<file path="config.mk">
export PLATFORM = sky130hd
export DESIGN_NAME = ram_regiones
export DESIGN_NICKNAME = d
export VERILOG_FILES = /design/src/rtl/ram_regiones.sv
export SDC_FILE = /design/constraint.sdc
export NUM_CORES = 1
export LEC_CHECK = 0
export CAP_MARGIN = 20
export CORE_ASPECT_RATIO = 0.6
export CORE_MARGIN = 3
export CORE_UTILIZATION = 44
export DETAILED_ROUTE_END_ITERATION = 10
export GPL_ROUTABILITY_DRIVEN = 0
export SYNTH_ARGS = -nofsm -noshare
export SYNTH_HDL_FRONTEND = slang
export SYNTH_SLANG_ARGS = --single-unit
</file>
<file path="constraint.sdc">
create_clock -name clk -period 10.3 [get_ports clk]
set_input_delay 1.545 -clock clk [delete_from_list [all_inputs] [get_ports clk]]
set_output_delay 1.545 -clock clk [all_outputs]
set_load 0.005 [all_outputs]
</file>
<file path="src/rtl/ram_regiones.sv">
// Single-port data RAM with a write-protected upper region, one-cycle registered
// read, and a clear sequencer that zeroes every word after reset.
module ram_regiones #(
  parameter int ANCHO   = 32,
  parameter int AW      = 5,
  parameter int LIM_ESC = 8
) (
  input  logic             clk,
  input  logic             rst,
  input  logic [AW-1:0]    DirRam,
  input  logic [ANCHO-1:0] DatosE,
  input  logic             WE,
  input  logic             RE,
  output logic [ANCHO-1:0] DatosS,
  output logic             Valido,
  output logic             Listo,
  output logic             ErrEsc
);

  localparam int PROF = 2**AW;
  // One extra bit so that a limit of 2**AW (everything writable) is representable.
  localparam logic [AW:0] LIM_W = (AW+1)'(LIM_ESC);

  typedef enum logic [0:0] {
    LIMPIA = 1'b0,
    LISTO  = 1'b1
  } estado_t;

  estado_t          estado_r;
  logic [AW-1:0]    cont_r;
  logic [ANCHO-1:0] mem_r [PROF];

  logic             permitido_s;
  logic             we_s;
  logic [AW-1:0]    wa_s;
  logic [ANCHO-1:0] wd_s;

  assign permitido_s = ({1'b0, DirRam} < LIM_W);

  // Memory write port mux: clear sequencer owns the port until LISTO.
  always_comb begin
    we_s = 1'b0;
    wa_s = DirRam;
    wd_s = DatosE;
    if (rst) begin
      we_s = 1'b0;
    end else if (estado_r == LIMPIA) begin
      we_s = 1'b1;
      wa_s = cont_r;
      wd_s = '0;
    end else if (WE && permitido_s) begin
      we_s = 1'b1;
    end else begin
      we_s = 1'b0;
    end
  end

  // Storage array; no reset, contents are zeroed by the clear sequence.
  always_ff @(posedge clk) begin
    if (we_s) begin
      mem_r[wa_s] <= wd_s;
    end
  end

  // Sequencer state, clear counter and all registered outputs.
  always_ff @(posedge clk) begin
    if (rst) begin
      estado_r <= LIMPIA;
      cont_r   <= '0;
      DatosS   <= '0;
      Valido   <= 1'b0;
      Listo    <= 1'b0;
      ErrEsc   <= 1'b0;
    end else begin
      case (estado_r)
        LIMPIA: begin
          cont_r <= cont_r + AW'(1);
          Valido <= 1'b0;
          ErrEsc <= 1'b0;
          if (cont_r == {AW{1'b1}}) begin
            estado_r <= LISTO;
            Listo    <= 1'b1;
          end
        end
        LISTO: begin
          // Read sees the pre-write contents when WE and RE hit the same word.
          ErrEsc <= WE && !permitido_s;
          Valido <= RE;
          if (RE) begin
            DatosS <= mem_r[DirRam];
          end
        end
        default: begin
          estado_r <= LIMPIA;
          cont_r   <= '0;
          Listo    <= 1'b0;
          Valido   <= 1'b0;
          ErrEsc   <= 1'b0;
        end
      endcase
    end
  end

endmodule

</file>
# == Yosys cells after proc, flatten, opt, wreduce, memory -nomap -nowiden ==
# Memory sizes are Yosys's and may differ from the RTL's. A register that Yosys moved wholly into a read port is not among the register bits.
# Cells that the tools add are included.
# word_totals
mem_bits_rw,1024
mem_bits_ro,0
regBits,9
latchBits,0
mem_count,1
inputBits,41
# mem_list
name,words,width,rd,rd_clocked_by_memory_dff,write_ports,line_no,text
mem_r,32,32,1,1,1,31,logic [ANCHO-1:0] mem_r [PROF];
# classes
div,0
addsub,1
reduce_logical,5
eq_ne,1
bitwise,1
magnitude_cmp,1
n_mul,0
muxes,13
shifts,0
# op_table
op,n
$mux 32,2
$mux 5,2
$mux 1,7
$add 5x1->5 const B,1
$eq 5x5->1 const B,1
$lt 5x4->1 const B,1
$pmux 1 s2,2
$reduce_and 2->1,2
$logic_and 1x1->1,2
$logic_not 1->1,1
$not 1->1,1

# == Logic depth before layout (Yosys ltp) ==
# logic_depth
word_depth,7
mapped_depth,9
mapped_depth_nobuf,5

# == Worst setup path after synthesis ==
# OpenSTA, ideal clock, no wires.
# synth_path
path_kind,in2reg
start,input DirRam[0]
end,"memory mem_r[1][0], enable pin"
setup_slack_ps,5739
n_path_buf,4
required_time_ps,9879
cell_stages,7
arrival_time_ps,4140
setup_time_ps,421
cell_sequence,buf_4 -> buf_4 -> buf_2 -> buf_2 -> nor3b_1 -> o21ai_1 -> nor2_1
# synth_via
elab_chain_cells,7
elab_cells_between_ends,9
cone_classes,1 x order compare; 7 x mux; 1 x reduce/logical
# synth_lines
element,line_no,text
from (decl),10,"input logic [AW-1:0] DirRam,"
$lt 5x4->1,38,"assign permitido_s = ({1'b0, DirRam} < LIM_W);"
$logic_and 1x1->1,51,end else if (WE && permitido_s) begin
$mux 1,51,
$mux 1,47,end else if (estado_r == LIMPIA) begin
$mux 1,45,if (rst) begin
$mux 1,60,if (we_s) begin
$mux 1 (not written as such),61,mem_r[wa_s] <= wd_s;
to (decl),31,
# Several ways; a longest one is shown, not always the timed one.

==> results.toml <==
[status]
status = "completed"

[power]
power_leakage_nw = 16.0
totalPowerFinal_mw = 8.71
vdd_drop_max_mv = 0.122
p_per_area_nw_per_um2 = 185

[clock_network]
cts_root_buf = "clkbuf_16"
clock_sinks = 1065
numCtsBuffers = 94
ctsHoldBuffers = 0
postCtsSetupBuffers = 0
ctsResizeCount = 0
clockBufferDepth = 3
cts_tree = "yes"
htreeDepth = 3
clk_latency_ns = 0.67
clk_pin_slew_worst_paths_ns = 0.06

[logic_synthesis]
synth_edf_count = 1024
yosys.area.top_type = "edfxtp_1"
yosysSeqAreaShare_pct = 76.3
ys_ff_latch = 1065
yosys.area.top_type_share_pct = 74.3
syn_area_per_cell_sq_um = 18.3
async_flop_share_pct = 0
synthesis.nets = 2303
ys_warn_count = 0
synthCells = 2260
ys.flop_type = "edfxtp_1"
syn_area_sq_um = 41400
synth_cell_type_count = 37
synthTopCellsByArea = "edfxtp_1 (74%), mux2i_1 (11%), a22oi_1 (4.0%), mux4_2 (2.3%), dfxtp_1 (2.0%)"

[global_route]
antenna_found_initial = 3
grt.overflow.total = 0
grt_max_degree = 135
grt_pass1_vias = 21500
grt_pass1_wl_microns = 159000
grt_usage_pct = 22.7

[sta]
setup_viol = 0
worstMarginPinSlew_ns = 1.22
period_needed_ns = 4.84
setup_tns_ns = 0
slew_violations = 0
clock_skew_ns = 0.0181
relSlewSlack_pct = 18.5
grt_setup_unrepaired = "no"
fin_ws_ns = 5.46
fmax_mhz = 207
fin_crit_sh_pct = 47.0
hold_viol = 0

[cells_and_area]
syn_to_final_growth_pct = 13.9
num-nets-final = 2423
antenna_cells = 0
drive_gt1_share_pct = 14.1
post-route-util_pct = 50.9

[critical_path]
critPathCaptureType = "flip-flop"
crit_type = "input pin to flip-flop"
critPathLaunchType = "input pin"
worstPathMaxFanout = 134
crit_required_ns = 10.89
arrival_ns = 5.43

[placement]
portBuffers = 75
dp_hpwl_microns = 57900
dp_slack_ns = 4.88

[drt]
dr.pass1.iters = 5
vias_per_cell = 5.95
wl_per_cell_microns = 30.2
post-route-drc-count = 0
drt_iter0_drc = 2483
num_vias = 22000
ant_nets = 0
wirelength_microns = 112000

[floorplan]
dieArea_sq_um = 97900
core_sq_um = 92500
die_w_microns = 402
die_y_microns = 244
num_rows = 86
start_util_pct = 44.7
pin_count = 76

[hold_path]
hold_path.class = "flip-flop to flip-flop"

[job]
drv_cap = 0
stage by stage:
stage / cell area [sq um] / std cells / hold slack, ns
after detailed placement: 44000 / 3504 / 0.467
after floorplan: 41400 / 2260 / 0.460
after global placement: 43700 / 3489 / 0.471
after CTS: 47000 / 3680 / 0.480
after global routing: 47100 / 3692 / 0.499
final: 47100 / 3692 / 0.479
worst paths after layout:
| path | start | end | slack [ns] | cells past startpoint |
|---|---|---|---|---|
| max | DirRam[0] | DatosS[3] | 5.46 | 8 |
| min | DatosS[16] | DatosS[16] | 0.48 | 2 |
| max reg2reg | estado_r | mem_r[31][5] | 6.44 | 7 |
| min reg2reg | DatosS[16] | DatosS[16] | 0.48 | 2 |
layout make-up:
type | instances | area (sq um)
clock buffers | 129 | 2610
inverters | 2 | 7.51
fillers | 7424 | 45400
flip-flops and latches | 1065 | 31600
repair buffers | 163 | 1700
well taps | 1232 | 1540
clock inverters | 47 | 353
multi-input cells | 1054 | 9360
report_power, final:
part / switching, mW / internal (mW)
logic: 0.319 / 0.162
clock network: 1.55 / 1.88
registers: 0.00945 / 4.78
cells by family (layout without fill, tap and decap cells):
logic type               after synthesis  after routing  share of synthesized area (%)
XOR/XNOR                               3              3                         0.0635
buffers and inverters                141            341                           1.95
flip-flops                          1065           1065                           76.3
adder cells (fa/ha/maj)                2              2                         0.0605
AO/OA/AOI/OAI                        380            380                           6.33
AND/OR/NAND/NOR                      186            186                           2.36
multiplexers                         483            483                           13.0
cells in the mapped netlist (3+ instances only):
cell type	n
or4_1	25
dfxtp_1	41
a311oi_1	7
buf_6	18
nor2_1	69
nand2b_1	18
buf_1	9
a22oi_1	223
a211oi_1	8
buf_4	28
nand2_1	19
edfxtp_1	1024
mux4_2	42
clkbuf_1	61
and2_1	3
o21ai_0	8
o21ai_1	3
a21oi_1	109
buf_2	22
nand3_1	3
nor2b_1	39
a211oi_2	8
a22o_1	14
mux2i_1	440
metal layers:
layer  track usage, %  vias to the layer above  share of wire (%)
met5                0                        -              0.011
met4             6.38                        2                2.6
met3             4.59                      165                8.8
met2             33.6                     1005                 44
met1             34.2                    11500                 44
li1                 -                     9356                  -
cells in the final DEF, fill, tap and decap left out, types with 3 or more instances in the layout:
cell,n
nor2b_2,28
mux2i_1,440
nor2_1,35
bufinv_16,4
nor2_4,34
buf_4,59
nor2b_1,9
or4_1,25
o21ai_0,8
clkbuf_8,6
o21ai_1,3
clkinv_1,14
nand2_1,19
dfxtp_1,41
clkinv_2,22
edfxtp_1,1024
a21oi_1,109
a211oi_2,8
inv_6,3
a22o_1,14
nand2b_1,16
mux4_2,42
clkbuf_1,26
a211oi_1,8
clkdlybuf4s50_1,72
buf_16,5
nand3_1,3
a311oi_1,7
clkbuf_16,97
a22oi_1,223
buf_8,23
state kept, by name, summed over array words and instances, names as in the netlist:
| register | flops |
|---|---|
| DatosS | 32 |
| cont_r | 5 |
| Valido | 1 |
| estado_r | 1 |
| mem_r | 1024 |
| Listo | 1 |
| ErrEsc | 1 |
critical path: stages:
cell and delay [ns]:
buf_8 0.30, buf_12 0.59, buf_4 0.97, mux2i_1 0.18, a22oi_1 0.25, a21oi_1 0.16, or4_1 0.71, a22oi_1 0.23
No activity file was read; power rests on OpenSTA's default activity.
